File: src/rtl/cell_pos_streamer.sv
// cell_pos_streamer: reads a particle count then particles 1..N from a
// 2-cycle-latency position RAM and streams them over valid/ready. A small
// skid FIFO with credit-limited issue absorbs consumer backpressure.
module cell_pos_streamer #(
  parameter int DATA_WIDTH   = 96,
  parameter int PARTICLE_NUM = 220,
  parameter int ADDR_WIDTH   = 8,
  parameter int FIFO_DEPTH   = 4
) (
  input  logic                  clk,
  input  logic                  rst,
  input  logic                  start,
  output logic                  busy,
  output logic                  done,
  output logic                  count_err,
  output logic [ADDR_WIDTH-1:0] mem_address,
  output logic                  mem_rden,
  output logic                  mem_wren,
  output logic [DATA_WIDTH-1:0] mem_data,
  input  logic [DATA_WIDTH-1:0] mem_q,
  output logic                  out_valid,
  input  logic                  out_ready,
  output logic [DATA_WIDTH-1:0] out_data,
  output logic [ADDR_WIDTH-1:0] out_pid,
  output logic                  out_last
);
  localparam int PW = (FIFO_DEPTH > 1) ? $clog2(FIFO_DEPTH) : 1;
  localparam int CW = $clog2(FIFO_DEPTH + 1);
  localparam logic [ADDR_WIDTH-1:0] NMAX = ADDR_WIDTH'(PARTICLE_NUM - 1);

  typedef enum logic [2:0] {IDLE, CNT_RD, CNT_WAIT, STREAM, FIN} state_t;

  typedef struct packed {
    logic [DATA_WIDTH-1:0] data;
    logic [ADDR_WIDTH-1:0] pid;
    logic                  last;
  } entry_t;

  state_t                  state_q, state_d;
  logic                    wait_q, wait_d;
  logic [ADDR_WIDTH-1:0]   n_q, n_d, rd_ptr_q, rd_ptr_d, addr_q, addr_d;
  logic                    err_q, err_d;

  // Tag pipe running alongside the RAM: [0] = 1 cycle after issue, [1] = 2.
  logic [1:0]                 tv_q, tlast_q;
  logic [1:0][ADDR_WIDTH-1:0] tpid_q;

  entry_t                  fifo_q [FIFO_DEPTH];
  logic [PW-1:0]           wp_q, rp_q;
  logic [CW-1:0]           cnt_q;

  logic [ADDR_WIDTH-1:0]   count_raw, n_cnt, n_eff;
  logic                    clamp, cnt_ready, credit, issue, push, pop;
  logic [CW:0]             occ;
  entry_t                  head;

  assign count_raw = mem_q[ADDR_WIDTH-1:0];
  assign clamp     = count_raw > NMAX;
  assign n_cnt     = clamp ? NMAX : count_raw;
  // Count word is on mem_q during the second wait cycle; the first particle
  // read is issued in that same cycle so it overlaps the count decode.
  assign cnt_ready = (state_q == CNT_WAIT) && wait_q;
  assign n_eff     = cnt_ready ? n_cnt : n_q;
  assign occ       = (CW+1)'(cnt_q) + (CW+1)'(tv_q[0]) + (CW+1)'(tv_q[1]);
  assign credit    = occ < (CW+1)'(FIFO_DEPTH);
  assign issue     = ((state_q == STREAM) || cnt_ready) && (rd_ptr_q <= n_eff) && credit;
  assign push      = tv_q[1];
  assign head      = fifo_q[rp_q];
  assign out_valid = cnt_q != '0;
  assign pop       = out_valid && out_ready;

  // Next-state, RAM command and count capture.
  always_comb begin
    state_d  = state_q;
    wait_d   = wait_q;
    n_d      = n_q;
    rd_ptr_d = rd_ptr_q;
    addr_d   = addr_q;
    err_d    = err_q;
    mem_rden = 1'b0;
    case (state_q)
      IDLE: if (start) begin
        state_d  = CNT_RD;
        err_d    = 1'b0;
        rd_ptr_d = ADDR_WIDTH'(1);
      end
      CNT_RD: begin
        mem_rden = 1'b1;
        addr_d   = '0;
        wait_d   = 1'b0;
        state_d  = CNT_WAIT;
      end
      CNT_WAIT: if (!wait_q) begin
        wait_d = 1'b1;
      end else begin
        n_d     = n_cnt;
        err_d   = clamp;
        state_d = (n_cnt == '0) ? FIN : STREAM;
      end
      STREAM: if (pop && head.last) state_d = FIN;
      FIN:     state_d = IDLE;
      default: state_d = IDLE;
    endcase
    if (issue) begin
      mem_rden = 1'b1;
      addr_d   = rd_ptr_q;
      rd_ptr_d = rd_ptr_q + ADDR_WIDTH'(1);
    end
  end

  // Control registers.
  always_ff @(posedge clk or negedge rst) begin
    if (!rst) begin
      state_q  <= IDLE;
      wait_q   <= 1'b0;
      n_q      <= '0;
      rd_ptr_q <= '0;
      addr_q   <= '0;
      err_q    <= 1'b0;
    end else begin
      state_q  <= state_d;
      wait_q   <= wait_d;
      n_q      <= n_d;
      rd_ptr_q <= rd_ptr_d;
      addr_q   <= addr_d;
      err_q    <= err_d;
    end
  end

  // Read-tag shift register and FIFO pointers/occupancy.
  always_ff @(posedge clk or negedge rst) begin
    if (!rst) begin
      tv_q    <= '0;
      tlast_q <= '0;
      tpid_q  <= '0;
      wp_q    <= '0;
      rp_q    <= '0;
      cnt_q   <= '0;
    end else begin
      tv_q      <= {tv_q[0], issue};
      tpid_q[0] <= rd_ptr_q;
      tpid_q[1] <= tpid_q[0];
      tlast_q   <= {tlast_q[0], rd_ptr_q == n_eff};
      if (push) wp_q <= (wp_q == PW'(FIFO_DEPTH-1)) ? '0 : wp_q + PW'(1);
      if (pop)  rp_q <= (rp_q == PW'(FIFO_DEPTH-1)) ? '0 : rp_q + PW'(1);
      case ({push, pop})
        2'b10:   cnt_q <= cnt_q + CW'(1);
        2'b01:   cnt_q <= cnt_q - CW'(1);
        default: cnt_q <= cnt_q;
      endcase
    end
  end

  // FIFO storage; contents are don't-care while empty, so no reset.
  always_ff @(posedge clk) begin
    if (push) fifo_q[wp_q] <= '{data: mem_q, pid: tpid_q[1], last: tlast_q[1]};
  end

  assign busy        = (state_q == CNT_RD) || (state_q == CNT_WAIT) || (state_q == STREAM);
  assign done        = state_q == FIN;
  assign count_err   = err_q;
  assign mem_address = addr_d;
  assign mem_wren    = 1'b0;
  assign mem_data    = '0;
  assign out_data    = out_valid ? head.data : '0;
  assign out_pid     = out_valid ? head.pid  : '0;
  assign out_last    = out_valid & head.last;
endmodule
File: config.mk
export PLATFORM = sky130hd
export DESIGN_NAME = cell_pos_streamer
export DESIGN_NICKNAME = d
export VERILOG_FILES = /design/src/rtl/cell_pos_streamer.sv
export SDC_FILE = /design/constraint.sdc
export NUM_CORES = 1
export LEC_CHECK = 0
export BUFFER_PORTS_ARGS = -buffer_cell sky130_fd_sc_hd__buf_2
export CAP_MARGIN = 20
export CORE_MARGIN = 2
export CORE_UTILIZATION = 60
export CTS_CLUSTER_DIAMETER = 120
export DETAILED_ROUTE_END_ITERATION = 7
export PLACE_DENSITY = 0.81
export RECOVER_POWER = 50
export SLEW_MARGIN = 20
export SYNTH_ARGS = -nofsm -noshare
export SYNTH_HDL_FRONTEND = slang
export SYNTH_SLANG_ARGS = --single-unit
File: constraint.sdc
create_clock -name clk -period 9.08 [get_ports clk]
set_input_delay 0.454 -clock clk [delete_from_list [all_inputs] [get_ports clk]]
set_output_delay 0.454 -clock clk [all_outputs]
set_load 0.01 [all_outputs]
==> qor.csv, run 1 <==
metric,value,unit
relative slew slack,-117,%
min cycle time layout,4.59,ns
synth warn,0,
CTS tree,done,
kind of critical path,flip-flop to primary output,
max-cap violations,2,
share of cells above drive strength 1,24.4,%
gp weighted congestion,0.808,
Worst Tran Pin Value,3.25,ns
post-synthesis cell area,0.0192,mm^2
clock-pin transition on the worst setup and hold timing paths,0.06,ns
core area,0.0315,mm^2
most common cell in the netlist,edfxtp_1,
HPWL Detailed,20400,um
"Remaining Overflow, GRT",0,
failing checks,"max-capacitance violations, max-slew violations",
Area Growth Syn to Fin,12.5,%
cell taking the most area after synthesis,edfxtp_1,
Setup Viol. Count Final,0,
worst hold path endpoint,fifo_q[2][48],
input/output buffers,217,
top-area cell type share of the netlist area,65.8,%
Max Clk Rate,218,MHz
DRT Wirelength,34700,um
"top cells by count, synth","420 x edfxtp_1, 110 x and2_1, 105 x mux4_2",
Post-synth EDFFs,420,
FP Rows,65,
worst flop-to-flop path endpoint,fifo_q[3][29],
vias in the first global route,9502,
Post-DP Area,0.0203,mm^2
drt first-iter violations,652,
Num CTS Buffers,47,
GR Util All Layers,20.9,%
initial antenna violation count,0,
number of setup buffers added after CTS,0,
Critical R2R Launch,wp_q[0],
CP startpoint kind,flip-flop,
Hold Crit Start,mem_q[39],
CTS root buf,clkbuf_16,
"Async S/R FF share, synth",11.8,%
post-route ant nets,0,
Die Y,183,um
CTS sink cnt,476,
hold path cells,1,
DR vias/cell,5.58,
outcome,"finished, violations left",
flop-to-flop setup slack,4.67,ns
Initial Util,60.9,%
fillers,2069,
CTS H-tree lvls,2,
WP data arrival,4.14,ns
crit end category,primary output,
post_cts resized,0,
Clock Skew,0.0107,ns
fin. max-slew vios,100,
Seq. cell area,0.0140,mm^2
Synth Flop Type,edfxtp_1,
crit-path max FO,17,
crit path max-delay cell type,nor3_2,
Synth Register Bits,476,
part of the Yosys area used for sequential elements,73.1,%
PwrDens,329,mW/mm^2
DRC,0,
Syn Area/Cell,19.0,um^2
post-synthesis cell type count,51,
P_leak,7.70,nW
clk_lat worst skew,0.54,ns
Final Hold Viols,0,
crit path cell chain,"nand2b_1, nor3_2, nand2_1, o22ai_1, inv_1, ha_1, nand4_1, nor2_1, a211o_1, nand3_4, inv_2, o21ai_0, buf_2",
Hold WS,0.166,ns
clock buffer depth,3,
"Power, Total",7.11,mW
Die ar.,0.0334,mm^2
Worst EP required,8.63,ns
die width,183,um
largest stage delay on the critical path,0.72,ns
DR vias,9383,
crit path buf inv count,3,
CTS hold repair buffers,0,
Mapped Cells,1008,
"delay-heaviest family, CP",simple AND/OR/NAND/NOR gates,
R2R cell count,3,
drt wl/cell,20.6,um
Final Cell Area,0.0216,mm^2
first-pass GRT wire length,53200,um
# IOs,315,
"IR drop worst, VDD",231,uV
fin crit share,50.6,%
nets@finish,1359,
main area contributors after synthesis,"edfxtp_1 66%, mux4_2 12%, dfrtp_1 7.3%",
setup TNS,0,ns
HP Class,input port to flip-flop,
RSZ-0062 raised after global routing,no,
largest net degree at the start of global routing,109,
First-pass DRT Iterations,5,
Multi-input gate area,0.00453,mm^2
## worst max path at each step
stage                           from        endpoint  slack (ns)  cells past startpoint
after floorplan              wp_q[0]    fifo_q[0][0]        5.56                      3
after global placement    state_q[2]  mem_address[3]        5.35                     13
after detailed placement  state_q[2]  mem_address[3]        5.17                     13
after CTS                 state_q[2]  mem_address[3]        4.57                     13
after global routing      state_q[2]  mem_address[3]        4.13                     13
final                     state_q[2]  mem_address[3]        4.49                     13
## sequential cells by signal, indices dropped and copies added, names as in the netlist
| name | flops |
|---|---|
| rd_ptr_q | 8 |
| addr_q | 8 |
| count_err | 1 |
| wp_q | 2 |
| tpid_q | 16 |
| wait_q | 1 |
| tlast_q | 2 |
| cnt_q | 3 |
| fifo_q | 420 |
| state_q | 3 |
| rp_q | 2 |
| tv_q | 2 |
| n_q | 8 |
## stage by stage
stage | instances | setup WS, ns | utilization (%)
final | 1681 | 4.49 | 68.5
after global routing | 1679 | 4.13 | 68.5
after CTS | 1679 | 4.57 | 69.0
after detailed placement | 1595 | 5.17 | 64.5
after global placement | 1595 | 5.35 | 64.5
after floorplan | 1104 | 5.56 | -
## routing by layer
metal / share of wire [%] / vias up / track usage (%) / routed length [um]
li1: - / 4175 / - / -
met1: 40 / 4801 / 28.3 / 13800
met2: 51 / 350 / 35.3 / 17700
met3: 6.6 / 57 / 3.49 / 2290
met4: 2.5 / 0 / 6.68 / 857
met5: 0 / - / 0 / 0
## cell families (layout without fill, tap and decap cells)
family	after synthesis	after routing	synth area share [%]
flip-flops	476	476	73.1
AND/OR/NAND/NOR	188	188	5.67
buffers and inverters	161	334	5.20
multiplexers	116	116	12.9
AO/OA/AOI/OAI	44	44	1.71
adder cells (fa/ha/maj)	17	17	1.15
XOR/XNOR	5	5	0.228
other	1	99	0.0196
## power by group
part	internal, mW	leakage (nW)	switching (mW)
combinational	1.06	2.47	1.23
clock	1.01	0.690	0.765
sequential	2.83	4.54	0.209
total	4.90	7.70	2.21
## placed cells by master (no fill, tap or decap), types with 4 or more instances in the layout
master,n
inv_6,4
inv_1,23
a21oi_1,12
clkbuf_16,47
nand4_1,5
ha_1,16
buf_4,8
edfxtp_1,420
o21ai_0,8
clkinv_1,8
nor2_1,22
mux2i_1,8
nand2_1,23
mux4_2,105
nand3_1,8
conb_1,97
buf_2,120
and2_1,106
clkinv_2,9
nor3_1,5
clkbuf_1,112
dfrtp_1,54
## area by class of cell
cell class                      count  area share (%)
Sequential cell                   476            65.0
Multi-Input combinational cell    467            21.0
Clock buffer                       61            5.70
Timing Repair Buffer              226            4.77
Tap cell                          402            2.33
Clock inverter                     23           0.789
Inverter                           24           0.418
Antenna cell                        2          0.0232
(Power assumes the default switching activity.)
==> run 2: changes to the inputs <==
--- a/config.mk
+++ b/config.mk
@@ -8,10 +8,10 @@
 export BUFFER_PORTS_ARGS = -buffer_cell sky130_fd_sc_hd__buf_2
 export CAP_MARGIN = 20
 export CORE_MARGIN = 2
-export CORE_UTILIZATION = 60
+export CORE_UTILIZATION = 51
 export CTS_CLUSTER_DIAMETER = 120
 export DETAILED_ROUTE_END_ITERATION = 7
-export PLACE_DENSITY = 0.81
+export PLACE_DENSITY = 0.73
 export RECOVER_POWER = 50
 export SLEW_MARGIN = 20
 export SYNTH_ARGS = -nofsm -noshare
==> constraint.sdc (replaced) <==
create_clock -name clk -period 4.15 [get_ports clk]
set_input_delay 0.2075 -clock clk [delete_from_list [all_inputs] [get_ports clk]]
set_output_delay 0.2075 -clock clk [all_outputs]
set_load 0.01 [all_outputs]
==> qor.csv, run 2 (same netlist as run 1, synthesis figures left out) <==
metric,value,unit
"commonest non-fill, non-tap cell in the layout",edfxtp_1,
input/output buffers,217,
"Remaining Overflow, GRT",0,
fin. max-slew vios,193,
Largest register FFs,420,
largest registers,"fifo_q (420), tpid_q (16)",
vias in the first global route,9938,
setup TNS,0,ns
relative slew slack,-101,%
CP startpoint kind,flip-flop,
Die Y,198,um
CTS tree,done,
HP Class,input port to async pin,
Num CTS Buffers,48,
kind of critical path,flip-flop to primary output,
first-pass GRT wire length,55500,um
PwrDens,700,mW/mm^2
nets@finish,1467,
CTS root buf,clkbuf_16,
drt wl/cell,19.6,um
gp weighted congestion,0.811,
failing checks,"max-capacitance violations, max-slew violations",
HPWL Detailed,21500,um
WP data arrival,3.57,ns
P_leak,8.22,nW
largest net degree at the start of global routing,67,
core area,0.0373,mm^2
CTS sink cnt,476,
Die ar.,0.0392,mm^2
Internal Pwr Total,11.1,mW
drt first-iter violations,575,
crit-path max FO,17,
Largest Register,fifo_q,
Worst EP required,3.94,ns
most frequent cells in the layout,"420 x edfxtp_1, 119 x buf_2, 113 x clkbuf_1, 109 x and2_1, 105 x mux4_2",
Clock power frac,25.9,%
Final Hold Viols,0,
max-cap violations,4,
Clock Skew,0.0178,ns
Initial Util,51.4,%
outcome,"finished, violations left",
DR vias/cell,5.23,
post-route ant nets,0,
Setup Viol. Count Final,0,
Seq. cell area,0.0140,mm^2
"IR drop worst, VDD",426,uV
# diodes,0,
RSZ-0062 raised after global routing,no,
DRC,0,
sw frac,30.7,%
GR Util All Layers,18.8,%
CTS H-tree lvls,2,
Finished Core Util,61.4,%
Sw Pwr,4.92,mW
clock-pin transition on the worst setup and hold timing paths,0.06,ns
number of setup buffers added after CTS,0,
die width,198,um
clk_lat worst skew,0.56,ns
# IOs,315,
fillers,2715,
R2R cell count,3,
First-pass DRT Iterations,5,
Flop pwr share,41.8,%
clock buffer depth,3,
DR vias,9741,
Worst Tran Pin Value,3.02,ns
Comb power frac,32.3,%
Max Clk Rate,265,MHz
Area Growth Syn to Fin,19.4,%
share of cells above drive strength 1,23.2,%
FP Rows,71,
min cycle time layout,3.77,ns
initial antenna violation count,0,
crit end category,primary output,
DRT Wirelength,36500,um
Multi-input gate area,0.00453,mm^2
fin crit share,90.9,%
run 2: repair_timing:
| item | CTS | global route |
|---|---|---|
| gates resized for setup | 0 | 1 |
| endpoints found under the hold margin | 421 | 0 |
| hold buffers | 98 | 0 |
| setup endpoints to repair | 0 | 2 |
run 2: area by class of cell:
cell class | count | area share [%]
Multi-Input combinational cell | 467 | 19.8
Timing Repair Buffer | 333 | 9.34
Sequential cell | 476 | 61.2
Inverter | 24 | 0.394
Clock inverter | 22 | 0.951
Tap cell | 474 | 2.59
Clock buffer | 65 | 5.71
run 2: worst paths after layout:
path                       startpoint        endpoint  slack [ns]
max                        state_q[2]  mem_address[7]        0.38
min                               rst          n_q[7]        0.21
max reg2reg                   wp_q[0]  fifo_q[3][100]        0.41
min reg2reg                 tpid_q[7]      tpid_q[15]        0.35
max in group asynchronous         rst         rp_q[0]        1.06
min in group clk                start      state_q[0]        0.22
run 2: power groups by stage:
stage	Clock [mW]	Sequential, mW	Combinational, mW
finish	4.14	6.70	5.18
CTS	4.24	6.70	5.30
global route	4.43	6.80	5.66
global placement	0	6.74	5.15
floorplan	0	6.53	3.69
detailed placement	0	6.79	5.20
run 2: stage by stage:
step | worst slack (ns) | instances | power (mW) | instance area (um^2) | hold slack (ns)
floorplan | 0.634 | 1104 | 10.2 | 19500 | -0.0881
global placement | 1.04 | 1676 | 11.9 | 20500 | 0.103
detailed placement | 0.913 | 1676 | 12.0 | 20500 | 0.108
CTS | 0.251 | 1861 | 16.2 | 23000 | 0.0320
global route | 0.0409 | 1861 | 16.9 | 22900 | 0.233
finish | 0.376 | 1861 | 16.0 | 22900 | 0.213
run 2: layer usage:
metal / up-vias / global-route usage [%] / wire (um)
met2: 330 / 31.8 / 18300
li1: 4395 / - / -
met1: 4970 / 24.6 / 15000
met3: 46 / 4.48 / 2460
met4: 0 / 4.71 / 675
met5: - / 0 / 0
run 2: critical path, stage by stage (launching register included):
cell and delay [ns]:
dfrtp_1 0.45, nand2b_4 0.20, nor3_2 0.11, buf_4 0.23, nand2_1 0.07, o22ai_1 0.15, inv_1 0.07, ha_1 0.30
nand4_1 0.23, nor2_2 0.22, a211o_1 0.23, nand3_4 0.18, inv_2 0.23, o21ai_0 0.16, buf_2 0.16
